**config.mk**
```make
export PLATFORM = sky130hd
export DESIGN_NAME = match_tally
export DESIGN_NICKNAME = d
export VERILOG_FILES = /design/src/rtl/match_tally.sv
export SDC_FILE = /design/constraint.sdc
export NUM_CORES = 1
export LEC_CHECK = 0
export CAP_MARGIN = 20
export CORE_MARGIN = 3
export CORE_UTILIZATION = 40
export CTS_CLUSTER_DIAMETER = 200
export DETAILED_ROUTE_END_ITERATION = 10
export HOLD_SLACK_MARGIN = 0.05
export PLACE_DENSITY = 0.73
export SYNTH_ARGS = -nofsm -noshare
export SYNTH_HDL_FRONTEND = slang
export SYNTH_SLANG_ARGS = --single-unit
```
**constraint.sdc**
```tcl
create_clock -name clk -period 4.2 [get_ports clk]
set_input_delay 0.84 -clock clk [delete_from_list [all_inputs] [get_ports clk]]
set_output_delay 0.84 -clock clk [all_outputs]
set_load 0.02 [all_outputs]
```
**src/rtl/match_tally.sv**
```systemverilog
// Saturating statistics on the sequence detector's ans stream: hit cycles,
// 0->1 events and longest run, with a valid/ack snapshot port for a reader.
module match_tally #(
   parameter int CNT_W = 8
) (
   input  logic             clk,
   input  logic             reset,
   input  logic             ans,
   input  logic             clear,
   input  logic             snap_req,
   input  logic             snap_ack,
   output logic [CNT_W-1:0] hit_cnt,
   output logic [CNT_W-1:0] event_cnt,
   output logic [CNT_W-1:0] max_run,
   output logic             snap_valid,
   output logic [CNT_W-1:0] snap_event,
   output logic [CNT_W-1:0] snap_hit,
   output logic [CNT_W-1:0] snap_max
);

   localparam logic [CNT_W-1:0] CNT_MAX = '1;
   localparam logic [CNT_W-1:0] CNT_ONE = CNT_W'(1);

   typedef enum logic {
      IDLE = 1'b0,
      HOLD = 1'b1
   } snap_state_t;

   snap_state_t      state, state_nxt;
   logic             snap_load;

   logic             prev_ans, prev_nxt;
   logic [CNT_W-1:0] cur_run, run_nxt;
   logic [CNT_W-1:0] hit_nxt, event_nxt, max_nxt;

   // Post-update values; the snapshot loads these so it matches the live
   // outputs after the capturing edge, clear included.
   always_comb begin
      hit_nxt   = hit_cnt;
      event_nxt = event_cnt;
      max_nxt   = max_run;
      run_nxt   = cur_run;
      prev_nxt  = prev_ans;
      if (clear) begin
         hit_nxt   = '0;
         event_nxt = '0;
         max_nxt   = '0;
         run_nxt   = '0;
         prev_nxt  = 1'b0;
      end else begin
         prev_nxt = ans;
         if (ans) begin
            if (hit_cnt != CNT_MAX) hit_nxt = hit_cnt + CNT_ONE;
            if (cur_run != CNT_MAX) run_nxt = cur_run + CNT_ONE;
            if (run_nxt > max_run) max_nxt = run_nxt;
            if (!prev_ans && (event_cnt != CNT_MAX)) event_nxt = event_cnt + CNT_ONE;
         end else begin
            run_nxt = '0;
         end
      end
   end

   always_ff @(posedge clk or posedge reset) begin
      if (reset) begin
         hit_cnt   <= '0;
         event_cnt <= '0;
         max_run   <= '0;
         cur_run   <= '0;
         prev_ans  <= 1'b0;
      end else begin
         hit_cnt   <= hit_nxt;
         event_cnt <= event_nxt;
         max_run   <= max_nxt;
         cur_run   <= run_nxt;
         prev_ans  <= prev_nxt;
      end
   end

   // Handshake: snap_valid high means snap_* are stable and unacknowledged;
   // the reader pulses snap_ack to release them. Requests are only taken in
   // IDLE, so a request during the ack cycle is dropped and must be repeated.
   always_ff @(posedge clk or posedge reset) begin
      if (reset) state <= IDLE;
      else       state <= state_nxt;
   end

   always_comb begin
      state_nxt = state;
      case (state)
         IDLE:    if (snap_req) state_nxt = HOLD;
         HOLD:    if (snap_ack) state_nxt = IDLE;
         default: state_nxt = IDLE;
      endcase
   end

   always_comb begin
      snap_valid = (state == HOLD);
      snap_load  = (state == IDLE) && snap_req;
   end

   always_ff @(posedge clk or posedge reset) begin
      if (reset) begin
         snap_event <= '0;
         snap_hit   <= '0;
         snap_max   <= '0;
      end else if (snap_load) begin
         snap_event <= event_nxt;
         snap_hit   <= hit_nxt;
         snap_max   <= max_nxt;
      end
   end

endmodule

```
# == After elaboration in Yosys (flattened, before gate mapping) ==
# Cells that the tools add are included.
# classes
add_sub_neg,3
order_cmp,1
n_eq_ne,3
mux,18
bitwise,1
reduce_logical,3
# op_table
op,count
2-to-1 mux 8 bit,14
"adder 8 x 1 -> 8 bit, second input constant",3
"!= test 8 bit, second input constant",3
> comparator 8 bit,1
2-to-1 mux 1 bit,3
logical AND 1 bit,2
case mux 1 bit (2 select lines),1
zero test 1 bit,1
NOT 1 bit,1
# totals
register_bits,58
input_bits,6
output_inout_bits,49
wordCells,38

# == Longest topological paths before layout ==
# logic_depth
depth_word,8
depth_mapped,12
depth_no_buf,11

# == Worst setup path before layout ==
# No wires, ideal clock.
# synth_path
path_kind,reg2reg
startpoint,register cur_run[0]
endpoint,register snap_max[2]
setup_time_ns,0.104
t_arrival_ns,2.515
required_ns,4.096
setup_slack_ns,1.581
path_stages_with_launch,12
n_path_buf,1
synth_period_minus_slack_ns,2.619
cell_sequence,dfrtp_1 -> ha_1 -> nand4_1 -> nor2_1 -> mux2_2 -> ha_1 -> nor2b_1 -> o211ai_1 -> a211o_1 -> clkbuf_2 -> nand2_4 -> o311ai_1
# synth_between
elab_chain_len,8
word_cells_on_any_way,9
classes_between,add/sub: 1; order compare: 1; eq/ne: 1; mux: 6
# synth_rtl
item,line,text
from (decl),33,"logic [CNT_W-1:0] cur_run, run_nxt;"
from (signal assigned),74,cur_run <= run_nxt;
adder 8 x 1 -> 8 bit or != test 8 bit (tied branches),54,if (cur_run != CNT_MAX) run_nxt = cur_run + CNT_ONE;
2-to-1 mux 8 bit *,54,
2-to-1 mux 8 bit *,52,if (ans) begin
2-to-1 mux 8 bit *,44,if (clear) begin
> comparator 8 bit,55,if (run_nxt > max_run) max_nxt = run_nxt;
2-to-1 mux 8 bit *,55,
2-to-1 mux 8 bit *,52,
2-to-1 mux 8 bit *,44,
to (signal assigned),109,snap_max <= max_nxt;
to (decl),18,output logic [CNT_W-1:0] snap_max
# Every way passes the cells marked *; elsewhere a longest branch is shown, timed or not. The select of a mux whose other input is x is not followed.
# A chain may end at the register's enable or synchronous reset.

# == Final worst setup path ==
# layout_path
startpoint,register cur_run[0]
endpoint,register snap_max[1]
# The elaborated chain is that of the path after synthesis.

==> flow_summary.toml <==
[route]
viasPerCell = 5.37
wirelength_um = 6570
ant_nets = 0
drt-initial-drc-count = 159
drt_pre_antenna_iters = 5
route.vias.total = 2413
drc = 0
wl_per_cell_um = 14.6

[setup_path]
crit_path_max_fanout = 15
r2r-start = "cur_run[0]$_DFF_PP0_"
end_kind = "register"
reg2reg_depth = 10
worstSetupPathType = "register to register"
r2r_setup_slack_ps = 1060
worst_setup_path_start_kind = "register"
worst_ep_arrival_time_ps = 3380
timing.rr.end = "snap_max[1]$_DFFE_PP0P_"
critPathRequiredTime_ps = 4440

[final_layout]
syn_to_final_growth_pct = 27.9
layout.cells.non_filler = 449
n_antenna_cell = 0
nets = 365
layout_commonest_cell = "dfrtp_1"
final_cell_mix = "dfrtp_1 (58), clkdlybuf4s50_1 (54), nand2_1 (36), nor2_1 (23), o21ai_0 (17)"
area.sequential_um2 = 1450
nFillCells = 664
multi_input_area_um2 = 1330
final_util_pct = 53.5
drive_gt1_share_pct = 9.35

[timing]
hold_viol = 0
slew_headroom_pct = 46.6
worst_pin_slew_ps = 800
fin_crit_ps = 3140
finClkSkew_ps = 8.33
finalSetupTns_ps = 0
rsz0062_at_grt = "false"
fin_crit_sh_pct = 74.7
setup_viol = 0
finalWorstSetupSlack_ps = 1060
clock.fmax_mhz = 319
slew_violations = 0

[job]
cap_violations = 0

[synth]
synth.distinct_cells = 45
ys.flop_type = "dfrtp_1"
avgSynthCellArea_um2 = 9.90
ys_seq_area_share_pct = 50.2
synthCells = 292
synth-async-reset-ratio_pct = 100
synth_warnings = 0
ys_ff_latch = 58
synth_edf_count = 0
syn-num-nets = 309
synthesis.area_um2 = 2890

[clock_network]
h-tree-depth = 3
hold_buffers = 0
root_buffer = "clkbuf_8"
cts-resized-gates = 0
cts.clk_slew.worst_paths_ps = 60
cts_setup_buffers = 0
cts_num_sinks = 58
tritoncts = "built"
clock_latency_ps = 330
clk_path_buf_depth = 2
cts_inserted_buffers = 9

[power_and_ir_drop]
ir_drop_uv = 149
power_per_cell_area_nw_per_um2 = 337
p_leak_nw = 1.56

[grt]
grt_first_pass_wirelength_um = 11200
grt_overflow = 0
grt_pass1_vias = 2318
antenna_found_initial = 0
grt_max_degree = 34
grt.total_usage_pct = 17.0

[floorplanning]
die_w_um = 91.0
io_pins = 55
die_y_um = 91.0
start_util_pct = 41.9
fp-row-count = 30
coreArea_um2 = 6910
die-area_um2 = 8280

[min_path]
min_to = "snap_hit[0]$_DFFE_PP0P_"
hp-start = "snap_hit[0]$_DFFE_PP0P_"
hold_depth = 2
hold_class = "register to register"

[placement]
hpwl_um = 4810
place_ws_ps = 1100
dp_cells = 433
port-buffer-count = 54
place_congestion = 0.809

[outcome]
status = "complete, no violations"
## metal layers
metal	vias up	track usage, %	wire, um
li1	1156	-	-
met2	92	26.1	3100
met3	10	3.65	369
met5	-	0	0
met1	1155	23.0	3010
met4	0	7.41	80
## metrics by stage
stage	area (um^2)	hold WS, ps	total power, mW
finish	3700	477	1.25
global route	3700	514	1.31
CTS	3700	484	1.26
detailed placement	3510	470	0.793
global placement	3510	461	0.790
floorplan	2890	590	0.720
## critical path, stage by stage (launching register included)
cell and delay, ps:
dfrtp_1 370, ha_1 260, nand4_1 180, nor2_1 210
mux2_2 380, ha_1 290, nand4_1 150, nand2_1 100
a211oi_2 720, nor3_1 130, o31ai_1 250
## cells in the mapped netlist (3+ instances only)
cell	instances	area, um^2
nand3_1	14	70.1
inv_1	13	48.8
nor3_1	8	40.0
nand4_1	3	18.8
dfrtp_1	58	1450
xnor2_1	7	61.3
nor2_1	23	86.3
clkbuf_1	6	22.5
o21ai_0	17	85.1
nand2_1	36	135
and3_1	5	31.3
a21oi_1	14	70.1
o311ai_1	6	52.6
mux2_2	6	67.6
nand2b_1	3	18.8
and2_1	6	37.5
o211ai_1	10	75.1
mux2i_1	6	60.1
nor2b_1	3	18.8
a31oi_1	4	25.0
o31ai_1	7	52.6
ha_1	11	138
## worst max path at each step
stage | from | end | slack (ps) | depth (start not counted)
2_1_floorplan | cur_run[0]$_DFF_PP0_ | snap_max[2]$_DFFE_PP0P_ | 1580 | 11
3_3_place_gp | cur_run[0]$_DFF_PP0_ | snap_max[1]$_DFFE_PP0P_ | 1170 | 10
3_5_place_dp | cur_run[0]$_DFF_PP0_ | snap_max[1]$_DFFE_PP0P_ | 1100 | 10
4_1_cts | cur_run[0]$_DFF_PP0_ | snap_max[1]$_DFFE_PP0P_ | 1080 | 10
5_1_grt | cur_run[0]$_DFF_PP0_ | snap_max[1]$_DFFE_PP0P_ | 710 | 10
6_report | cur_run[0]$_DFF_PP0_ | snap_max[1]$_DFFE_PP0P_ | 1060 | 10
## layout make-up
| class | count | share of cell area, % |
|---|---|---|
| Inverter | 13 | 1.32 |
| Clock inverter | 2 | 0.271 |
| Clock buffer | 14 | 4.67 |
| Multi-Input combinational cell | 209 | 36.0 |
| Timing Repair Buffer | 57 | 15.2 |
| Sequential cell | 58 | 39.3 |
| Tap cell | 96 | 3.25 |
## cells by family after synthesis
| kind of cell | count (synthesis) | share of synthesized area [%] |
|---|---|---|
| AND/OR/NAND/NOR | 107 | 17.4 |
| flip-flops | 58 | 50.2 |
| XOR/XNOR | 8 | 2.42 |
| AO/OA/AOI/OAI | 71 | 17.0 |
| buffers and inverters | 25 | 3.76 |
| adder cells (fa/ha/maj) | 11 | 4.76 |
| multiplexers | 12 | 4.41 |
## sequential cells by signal, indices dropped and copies added (netlist names)
| register | flops |
|---|---|
| prev_ans | 1 |
| snap_max | 8 |
| hit_cnt | 8 |
| max_run | 8 |
| event_cnt | 8 |
| snap_valid | 1 |
| cur_run | 8 |
| snap_hit | 8 |
| snap_event | 8 |
## power breakdown
part | switching, mW | internal, mW
registers | 0.0162 | 0.580
logic | 0.115 | 0.0689
clock network | 0.205 | 0.261
total | 0.337 | 0.910
Note: power is estimated with default switching activity, not from simulation.
